`config.mk`:
```
export PLATFORM = sky130hd
export DESIGN_NAME = surf_cout_align
export DESIGN_NICKNAME = d
export VERILOG_FILES = /design/src/rtl/surf_cout_align_pkg.sv /design/src/rtl/surf_cout_eye_tracker.sv /design/src/rtl/surf_cout_align.sv
export SDC_FILE = /design/constraint.sdc
export NUM_CORES = 1
export LEC_CHECK = 0
export CAP_MARGIN = 5
export CORE_MARGIN = 3
export CORE_UTILIZATION = 25
export CTS_BUF_LIST = sky130_fd_sc_hd__clkbuf_2 sky130_fd_sc_hd__clkbuf_4 sky130_fd_sc_hd__clkbuf_8
export DETAILED_ROUTE_END_ITERATION = 8
export HOLD_SLACK_MARGIN = 0.06
export PLACE_DENSITY = 0.42
export SYNTH_ARGS = -nofsm -noshare
export SYNTH_HDL_FRONTEND = slang
export SYNTH_SLANG_ARGS = --single-unit
export TNS_END_PERCENT = 10
```
`constraint.sdc`:
```
create_clock -name sysclk_i -period 4.3 [get_ports sysclk_i]
set_input_delay 0.86 -clock sysclk_i [delete_from_list [all_inputs] [get_ports sysclk_i]]
set_output_delay 0.86 -clock sysclk_i [all_outputs]
set_load 0.03 [all_outputs]
```
`src/rtl/surf_cout_align_pkg.sv`:
```
// -----------------------------------------------------------------------------
// surf_cout_align_pkg
// Shared types and helpers for the SURF COUT training controller.
//   state_t            controller FSM states
//   MAX_LINEAR_DELAY   last linear tap visited by the scan (0..62)
//   lin_to_idelay()    linear tap -> PHY stacked-IDELAY encoding (skips 32)
//   is_rotation()      true when a nybble is any rotation of a pattern
// -----------------------------------------------------------------------------
package surf_cout_align_pkg;

    typedef enum logic [3:0] {
        S_IDLE,
        S_SRST,
        S_SETTLE,
        S_LOAD,
        S_WAIT,
        S_CHECK,
        S_EVAL,      // end of scan: tracker closes its run, result latched
        S_PARK,      // load the window centre
        S_PSETTLE,
        S_SLIP_CMP,
        S_SLIP_WAIT,
        S_DONE,
        S_FAIL
    } state_t;

    localparam logic [5:0] MAX_LINEAR_DELAY = 6'd62;

    // The stacked IDELAY has a duplicate code at 32, so linear taps at or
    // above 32 are shifted up by one and code 32 is never issued.
    function automatic logic [5:0] lin_to_idelay(input logic [5:0] d);
        return (d >= 6'd32) ? d + 6'd1 : d;
    endfunction

    function automatic logic is_rotation(input logic [3:0] v, input logic [3:0] p);
        return (v == p) ||
               (v == {p[2:0], p[3]}) ||
               (v == {p[1:0], p[3:2]}) ||
               (v == {p[0], p[3:1]});
    endfunction

endpackage

```
`src/rtl/surf_cout_eye_tracker.sv`:
```
// -----------------------------------------------------------------------------
// surf_cout_eye_tracker
// Tracks the longest contiguous run of passing taps during a delay scan.
// Ties keep the earlier run. The best-window outputs already account for a
// run that is still open, so the last tap of the scan is reflected without
// waiting for end_i.
// Ports:
//   sysclk_i, rst_i   clock, async active-high reset
//   clr_i             clear all state (start of a new scan)
//   tap_vld_i         one-cycle strobe: tap_pass_i/tap_idx_i are valid
//   tap_pass_i        tap result
//   tap_idx_i         linear tap index
//   end_i             end-of-scan strobe; closes any open run
//   best_start_o      first tap of the best window
//   best_width_o      width of the best window (0..63)
// -----------------------------------------------------------------------------
module surf_cout_eye_tracker
    import surf_cout_align_pkg::*;
(
    input  logic       sysclk_i,
    input  logic       rst_i,
    input  logic       clr_i,
    input  logic       tap_vld_i,
    input  logic       tap_pass_i,
    input  logic [5:0] tap_idx_i,
    input  logic       end_i,
    output logic [5:0] best_start_o,
    output logic [6:0] best_width_o
);

    logic [5:0] run_start_q, best_start_q;
    logic [6:0] run_len_q, best_width_q;
    logic       run_longer;

    // Strictly longer only, so an equal later run never displaces the first.
    assign run_longer   = run_len_q > best_width_q;
    assign best_start_o = run_longer ? run_start_q : best_start_q;
    assign best_width_o = run_longer ? run_len_q   : best_width_q;

    always_ff @(posedge sysclk_i or posedge rst_i) begin
        if (rst_i) begin
            run_start_q  <= '0;
            run_len_q    <= '0;
            best_start_q <= '0;
            best_width_q <= '0;
        end else if (clr_i) begin
            run_start_q  <= '0;
            run_len_q    <= '0;
            best_start_q <= '0;
            best_width_q <= '0;
        end else if (tap_vld_i) begin
            if (tap_pass_i) begin
                if (run_len_q == 7'd0)
                    run_start_q <= tap_idx_i;
                run_len_q <= run_len_q + 7'd1;
            end else begin
                if (run_longer) begin
                    best_start_q <= run_start_q;
                    best_width_q <= run_len_q;
                end
                run_len_q <= '0;
            end
        end else if (end_i) begin
            if (run_longer) begin
                best_start_q <= run_start_q;
                best_width_q <= run_len_q;
            end
            run_len_q <= '0;
        end
    end

endmodule

```
`src/rtl/surf_cout_align.sv`:
```
// -----------------------------------------------------------------------------
// surf_cout_align
// Training controller for the SURF COUT PHY. On start_i it resets the ISERDES,
// sweeps linear IDELAY taps 0..62 looking for the widest window where COUT
// holds a steady rotation of the training nybble, parks the delay at the
// window centre and bitslips (max 3) until the nybble matches exactly.
// Ports:
//   sysclk_i, rst_i        clock, async active-high reset
//   start_i                begin training (ignored while busy_o)
//   cout_i[3:0]            parallel COUT from the PHY
//   iserdes_rst_o          one-cycle ISERDES reset request
//   iserdes_bitslip_o      one-cycle bitslip pulse
//   idelay_value_o[5:0]    PHY-encoded IDELAY value (held between loads)
//   idelay_load_o          one-cycle load strobe, same cycle as new value
//   busy_o/done_o/fail_o   status
//   eye_start_o[5:0]       first linear tap of chosen window
//   eye_width_o[6:0]       width of chosen window
//   delay_o[5:0]           linear delay finally applied
// Build option: SURF_COUT_ALIGN_ILA_EN adds a surf_cout_align_ila debug core.
// -----------------------------------------------------------------------------
module surf_cout_align
    import surf_cout_align_pkg::*;
#(
    parameter logic [3:0] COUT_PATTERN  = 4'h8,
    parameter int         SETTLE_CYCLES = 16,
    parameter int         CHECK_CYCLES  = 256,
    parameter int         BITSLIP_WAIT  = 8,
    parameter int         MIN_EYE       = 4
) (
    input  logic       sysclk_i,
    input  logic       rst_i,
    input  logic       start_i,
    input  logic [3:0] cout_i,
    output logic       iserdes_rst_o,
    output logic       iserdes_bitslip_o,
    output logic [5:0] idelay_value_o,
    output logic       idelay_load_o,
    output logic       busy_o,
    output logic       done_o,
    output logic       fail_o,
    output logic [5:0] eye_start_o,
    output logic [6:0] eye_width_o,
    output logic [5:0] delay_o
);

    state_t      state_q, state_d;
    logic [15:0] cnt_q;
    logic [5:0]  dly_q;
    logic [3:0]  ref_q;
    logic [1:0]  slip_q;
    logic [5:0]  trk_start, chosen;
    logic [6:0]  trk_width;
    logic        settle_done, slip_wait_done, check_ok, tap_end, tap_vld;
    logic        slip_match, eye_ok;

    assign settle_done    = cnt_q == 16'(SETTLE_CYCLES - 1);
    assign slip_wait_done = cnt_q == 16'(BITSLIP_WAIT - 1);
    // First CHECK cycle has no reference yet; after that the nybble must
    // also equal the previous cycle's value.
    assign check_ok   = is_rotation(cout_i, COUT_PATTERN) &&
                        ((cnt_q == 16'd0) || (cout_i == ref_q));
    assign tap_end    = !check_ok || (cnt_q == 16'(CHECK_CYCLES - 1));
    assign tap_vld    = (state_q == S_CHECK) && tap_end;
    assign slip_match = cout_i == COUT_PATTERN;
    assign eye_ok     = trk_width >= 7'(MIN_EYE);
    assign chosen     = trk_start + 6'(trk_width >> 1);

    surf_cout_eye_tracker u_trk (
        .sysclk_i     (sysclk_i),
        .rst_i        (rst_i),
        .clr_i        (state_q == S_SRST),
        .tap_vld_i    (tap_vld),
        .tap_pass_i   (check_ok),
        .tap_idx_i    (dly_q),
        .end_i        (state_q == S_EVAL),
        .best_start_o (trk_start),
        .best_width_o (trk_width)
    );

    // State and datapath registers
    always_ff @(posedge sysclk_i or posedge rst_i) begin
        if (rst_i) begin
            state_q        <= S_IDLE;
            cnt_q          <= '0;
            dly_q          <= '0;
            ref_q          <= '0;
            slip_q         <= '0;
            idelay_value_o <= '0;
            eye_start_o    <= '0;
            eye_width_o    <= '0;
            delay_o        <= '0;
        end else begin
            state_q <= state_d;
            // Counter restarts on every state change, so each timed state
            // counts from zero.
            cnt_q   <= (state_d != state_q) ? 16'd0 : cnt_q + 16'd1;
            if (state_q == S_CHECK)
                ref_q <= cout_i;
            case (state_q)
                S_SRST: begin
                    dly_q       <= '0;
                    slip_q      <= '0;
                    eye_start_o <= '0;
                    eye_width_o <= '0;
                    delay_o     <= '0;
                end
                S_SETTLE: begin
                    if (state_d == S_LOAD)
                        idelay_value_o <= lin_to_idelay(dly_q);
                end
                S_CHECK: begin
                    if (tap_end && (dly_q != MAX_LINEAR_DELAY)) begin
                        dly_q          <= dly_q + 6'd1;
                        idelay_value_o <= lin_to_idelay(dly_q + 6'd1);
                    end
                end
                S_EVAL: begin
                    eye_start_o <= trk_start;
                    eye_width_o <= trk_width;
                    if (eye_ok) begin
                        delay_o        <= chosen;
                        idelay_value_o <= lin_to_idelay(chosen);
                    end
                end
                S_SLIP_CMP: begin
                    if (iserdes_bitslip_o)
                        slip_q <= slip_q + 2'd1;
                end
                default: ;
            endcase
        end
    end

    // Next-state logic
    always_comb begin
        state_d = state_q;
        case (state_q)
            S_IDLE, S_DONE, S_FAIL: if (start_i) state_d = S_SRST;
            S_SRST:      state_d = S_SETTLE;
            S_SETTLE:    if (settle_done) state_d = S_LOAD;
            S_LOAD:      state_d = S_WAIT;
            S_WAIT:      if (settle_done) state_d = S_CHECK;
            S_CHECK: begin
                if (tap_end)
                    state_d = (dly_q == MAX_LINEAR_DELAY) ? S_EVAL : S_LOAD;
            end
            S_EVAL:      state_d = eye_ok ? S_PARK : S_FAIL;
            S_PARK:      state_d = S_PSETTLE;
            S_PSETTLE:   if (settle_done) state_d = S_SLIP_CMP;
            S_SLIP_CMP: begin
                if (slip_match)
                    state_d = S_DONE;
                else if (slip_q == 2'd3)
                    state_d = S_FAIL;
                else
                    state_d = S_SLIP_WAIT;
            end
            S_SLIP_WAIT: if (slip_wait_done) state_d = S_SLIP_CMP;
            default:     state_d = S_IDLE;
        endcase
    end

    // Outputs decoded from state
    always_comb begin
        iserdes_rst_o     = 1'b0;
        iserdes_bitslip_o = 1'b0;
        idelay_load_o     = 1'b0;
        done_o            = 1'b0;
        fail_o            = 1'b0;
        busy_o            = 1'b1;
        case (state_q)
            S_IDLE:         busy_o = 1'b0;
            S_SRST:         iserdes_rst_o = 1'b1;
            S_LOAD, S_PARK: idelay_load_o = 1'b1;
            S_SLIP_CMP:     iserdes_bitslip_o = !slip_match && (slip_q != 2'd3);
            S_DONE: begin
                done_o = 1'b1;
                busy_o = 1'b0;
            end
            S_FAIL: begin
                fail_o = 1'b1;
                busy_o = 1'b0;
            end
            default: ;
        endcase
    end

`ifdef SURF_COUT_ALIGN_ILA_EN
    surf_cout_align_ila u_ila (
        .clk    (sysclk_i),
        .probe0 (state_q),
        .probe1 (cout_i),
        .probe2 (dly_q),
        .probe3 (cnt_q),
        .probe4 (trk_start),
        .probe5 (trk_width)
    );
`endif

endmodule

```
**Yosys cells after proc, flatten, opt, wreduce, memory -nomap -nowiden**

Index checks and enable logic that the tools add are counted.

- Output and inout port bits: 31
- Flip-flop bits (word level): 83
- Logic and storage cells: 137
- Latch bits: 0
- Memory bits (writable): 0
- Bits in read-only memories: 0
- Memories: 0
- Input port bits: 7

- $lt $le $gt $ge: 5
- Shift-type cells: 0
- Bitwise logic cells: 0
- Divide/modulo/power cells: 0
- Equality and inequality tests: 31
- Multipliers: 0
- Reduce and logical (&&, ||, !) cells: 30
- $add $sub $neg: 7
- Mux-type cells: 51

Operator list:

| kind | number |
|---|---|
| 6-bit 2-to-1 mux | 17 |
| 7-bit 2-to-1 mux | 9 |
| 4-bit case mux with 11 select lines | 1 |
| 6-bit case mux with 2 select lines | 3 |
| 4-bit 2-to-1 mux | 7 |
| 4-bit equality test, second input constant | 6 |
| 4-bit by 3-bit equality test with 1-bit output, second input constant | 5 |
| 6-bit by 1-bit adder with 6-bit output, second input constant | 3 |
| 6-bit greater-or-equal comparator, second input constant | 3 |
| 6-bit case mux with 3 select lines | 1 |
| 16-bit by 1-bit adder with 16-bit output, second input constant | 1 |
| 16-bit by 3-bit equality test with 1-bit output, second input constant | 1 |
| 16-bit by 4-bit equality test with 1-bit output, second input constant | 1 |
| 16-bit by 8-bit equality test with 1-bit output, second input constant | 1 |
| 4-bit by 2-bit equality test with 1-bit output, second input constant | 4 |
| 16-bit logical NOT | 1 |
| 16-bit 2-to-1 mux | 1 |
| 7-bit case mux with 2 select lines | 1 |
| 2-bit nonzero test | 6 |
| 3-bit 2-to-1 mux | 3 |
| 4-bit by 1-bit equality test with 1-bit output, second input constant | 2 |
| 2-bit inequality test, second input constant | 4 |
| 2-bit AND reduction | 4 |
| 7-bit by 1-bit adder with 7-bit output, second input constant | 1 |
| other kinds (24) | 38 |

**Logic depth before layout (Yosys ltp)**

- Depth in word-level cells: 12
- Depth in mapped cells: 18
- Depth with buffers taken out: 17

**Modules after synthesis**

From an unflattened synthesis, not the netlist that was laid out.

- Cell total of the unflattened synthesis: 555
- Area, all modules: 5276.3 µm²

By module, submodules not included:

| module | seq. area each (µm²) | instances | area each (µm²) | cells each |
|---|---|---|---|---|
| surf_cout_align | 1426.4 | 1 | 3658.5 | 398 |
| surf_cout_eye_tracker | 650.6 | 1 | 1617.8 | 157 |

**Worst setup path after synthesis**

OpenSTA, ideal clock, no wires.

- Path type: reg-to-reg
- From: register u_trk.best_width_q[6]
- To: register idelay_value_o[4]
- Library setup time: 126 ps
- Path buffers: 1
- Required time: 4174 ps
- Arrival: 4236 ps
- Cell stages (with the launch flop): 18
- Slack: -62 ps
- Clock period less this slack: 4362 ps
- Cells stage by stage: dfrtp_1 > inv_1 > ha_1 > a21oi_1 > o21ai_0 > o22ai_1 > clkbuf_1 > mux2i_1 > inv_1 > ha_1 > a211oi_1 > o21bai_1 > a21o_1 > and3_1 > nor2_1 > xor2_1 > a311oi_1 > o32a_1

- Word-level cells in the longest chain between the ends: 8
- Elaborated cells between the ends (all ways): 16
- Classes of those cells: 2 x add/sub; 3 x order compare; 3 x eq/ne; 7 x mux; 1 x reduce/logical

Ends and longest elaborated chain:

| item | RTL line | RTL |
|---|---|---|
| start: declaration | surf_cout_eye_tracker.sv:32 | `logic [6:0] run_len_q, best_width_q;` |
| start signal: assignment | surf_cout_eye_tracker.sv:59 | `best_width_q <= run_len_q;` |
| start signal: assignment | surf_cout_eye_tracker.sv:66 | `best_width_q <= run_len_q;` |
| parallel branches: the longest is 8 deep, another holds 7-bit greater-than comparator | -- |  |
| end signal: assignment | surf_cout_align.sv:109 | `idelay_value_o <= lin_to_idelay(dly_q);` |
| end signal: assignment | surf_cout_align.sv:114 | `idelay_value_o <= lin_to_idelay(dly_q + 6'd1);` |
| end signal: assignment | surf_cout_align.sv:122 | `idelay_value_o <= lin_to_idelay(chosen);` |
| end: declaration | surf_cout_align.sv:36 | `output logic [5:0] idelay_value_o,` |

Parallel ways; which one is timed is not known. The select of a mux whose other input is x is not followed.
A chain may end at the register's enable or synchronous reset.

**Worst setup path in the final report**

- From: register u_trk.best_width_q[2]
- To: register idelay_value_o[3]

Same word-level chain as after synthesis.

==> results.md <==
* CP Capture Type: flop
* Synth area leader: dfrtp_1
* Final worst slack at 0.2616 ns
* Synthesized flop and latch total at 83
* Status: completed
* Most common cell after layout, fill and taps aside: dfrtp_1
* Post-cts hold buffer count at 0
* Vias at 4343
* Final WL at 14.41 mm
* Post-synthesis sequential area ratio at 40.85%
* RD Place Congestion at 0.8533
* Top cell type's share of synthesized area at around two fifths
* Area Overhead vs Synth at 21.65%
* Most frequent cells in the layout: dfrtp_1 (83), nand2_1 (75), o21ai_0 (52), inv_1 (40), clkdlybuf4s50_1 (37)
* Clk sinks at 83
* Post-place setup slack at 0.05968 ns
* Inserted Diodes at 0
* Final ANT Viol Nets at 0
* Crit path time final at 4.038 ns
* Crit path DAT at 4.28 ns
* Drt initial violations at 256
* Vias in the first global route at 4338
* Req. time, crit path at 4.54 ns
* First-pass GRT wire length at 23.50 mm
* Fillers at between 2000 and 2500
* Avg Vias per Cell at 4.815
* WS Path Type: reg -> reg
* CTS buffer count at 9
* Clk slew on worst S/H paths at 0.09 ns
* Ranking of synthesized cells by area: dfrtp_1 (41%), nand2_1 (5.5%), ha_1 (5.4%), o21ai_0 (5.2%), xnor2_1 (3.8%)
* Slew margin rel. at approximately 22%
* Startpoint Class: flop
* Unrepaired setup endpoints after global routing: true
* Largest net degree at the start of global routing at 35
* Rows at 51
* Wirelength per Cell at 15.97 µm
* Synth Area per Inst at slightly below 9 µm²
* Tcrit/Tclk final at 93.92%
* Die Ht at 148.6 µm
* Core area at 0.01972 mm²
* EDFF count, synth at 0
* Worst Hold Class: reg -> reg
* Clock root buffer: clkbuf_8
* IO Pins at 38
* Peak Freq at 0.2476 GHz
* Die area at about 0.022 mm²
* Global Route Usage Sum at 13.49%
* Count of cell types in the netlist at 58
* Skew-Pair Late Insertion Delay at 0.37 ns
* Post-Syn Area at roughly 0.005 mm²
* Nets@finish at 662
* Number of max-slew violations in the final report at 0
* Clock Skews at ~0.0097 ns
* Finish-stage setup viols at 0
* Post-Synthesis Net Count at a little over 600
* LEAKAGE at 2.726 nW
* MaxCap Viol Count at 0
* Total power at around 3.6 mW
* Initial antenna violation count at 0
* Pwr/cell area at 579.9 mW/mm²
* Layout cells sized above 1 at about 12%
* Slew of the pin with the lowest slew margin at around 1.2 ns
* DRC at 0
* Post-synth ARST share at 100.0%
* Die W at 148.6 µm
* Worst Path Max Fanout at 6
* Hold Violations, Final at 0
* Top_reg_cell synth: dfrtp_1
* CTS tree: done
* Port buffer count at 37
* Final TNS setup at 0 ns
* Starting Density at between 20% and 30%
* Overflow after GRT at 0
* Synth warn at 0
* Synth Instances at 579
* TritonRoute pass-1 iters at 6
* Clk buf depth at 2
* H-tree depth at 3
* VDD IR-drop max at 259.0 µV
* Hpwl dp at ~11 mm
worst paths after layout:
path	slack [ns]	depth (start not counted)	startpoint	endpoint
max	0.26	16	u_trk.best_width_q[2]	idelay_value_o[3]
min	0.48	1	cnt_q[0]	cnt_q[0]
max reg2reg	0.26	16	u_trk.best_width_q[2]	idelay_value_o[3]
min reg2reg	0.48	1	cnt_q[0]	cnt_q[0]
max in group asynchronous	2.56	3	rst_i	delay_o[3]
min in group asynchronous	0.87	2	rst_i	u_trk.run_len_q[6]
worst max-delay path: stages (launching register included):
cell	delay, ns
dfrtp_1	0.39
inv_1	0.05
ha_1	0.33
a21oi_2	0.26
a21oi_4	0.12
o22ai_4	0.29
buf_4	0.18
mux2i_1	0.24
inv_1	0.07
ha_1	0.23
fa_1	0.57
inv_1	0.08
nor3_1	0.30
nor4b_2	0.30
nor4_1	0.08
nor3b_1	0.32
a21oi_1	0.11
flip-flops by register name, summed over array words and instances, names as in the netlist:
signal and flops:
dly_q 6, eye_width_o 7, eye_start_o 6, u_trk.run_len_q 7, u_trk.best_width_q 7, slip_q 2, delay_o 6, u_trk.best_start_q 6
idelay_value_o 6, u_trk.run_start_q 6, cnt_q 16, state_q 4, ref_q 4
metal layers:
layer	GRT usage [%]	vias to the layer above	routed length [µm]
li1	-	2139	-
met1	17.14	2113	6719
met2	23.14	80	6996
met3	2.590	11	459
met4	4.296	0	233
met5	0	-	0
what timing repair did:
action / CTS / global route
resized for setup: 0 / 10
endpoints found under the setup margin: 0 / 7
buffers inserted: 0 / 2
hold endpoints to repair: 0 / 0
final cells by class:
class / count / area (µm²) / area share (%)
clock buffer: 10 / 131.4 / 2.124
multi-input combinational: 430 / 2795 / 45.19
inverter: 41 / 155.1 / 2.508
sequential: 83 / 2077 / 33.58
tap: 265 / 331.6 / 5.360
timing repair buffer: 67 / 608.1 / 9.830
clock inverter: 6 / 87.58 / 1.416
power breakdown:
group | leakage [nW] | switching (mW) | internal (mW)
registers | 1.07 | 0.170 | 0.936
logic | 1.54 | 1.10 | 0.735
clock network | 0.114 | 0.312 | 0.335
cell families (layout without fill, tap and decap cells):
logic type                 after synthesis  after routing  share of synthesized area (%)
DFF                                     83             83                          40.85
and+or+nand+nor                        218            218                          21.26
AOI/OAI and AO/OA                      133            133                          16.63
buffers and inverters                   66            124                          5.241
muxes                                   16             16                          3.174
xor gates and xnor gates                40             40                          7.037
adders and majority gates               23             23                          5.807
cells in the mapped netlist, drive strengths merged, types with 3 or more instances:
cell    number
dfrtp       83
nand2       76
o21ai       53
nor2        45
inv         41
nand3       33
a21oi       23
ha          22
xnor2       22
clkbuf      19
xor2        18
mux2i       15
o31ai       14
and3        10
nor3         9
or4          7
buf          6
nand4        6
o211ai       6
and2         5
nor4         5
a211oi       4
a21o         4
nand2b       4
nor3b        4
nor4b        4
o21a         4
o32a         4
and4         3
o32ai        3
or3          3
per-stage QoR:
stage	hold WS [ns]	cells	area [µm²]	util, %
final	0.4821	902	6186	31.37
after global routing	0.5063	902	6186	31.37
after CTS	0.4874	900	6123	31.06
after detailed placement	0.4713	884	5904	29.94
after global placement	0.4668	884	5904	29.94
after floorplan	0.4409	579	5091	-
Note: power is estimated with default switching activity, not from simulation.
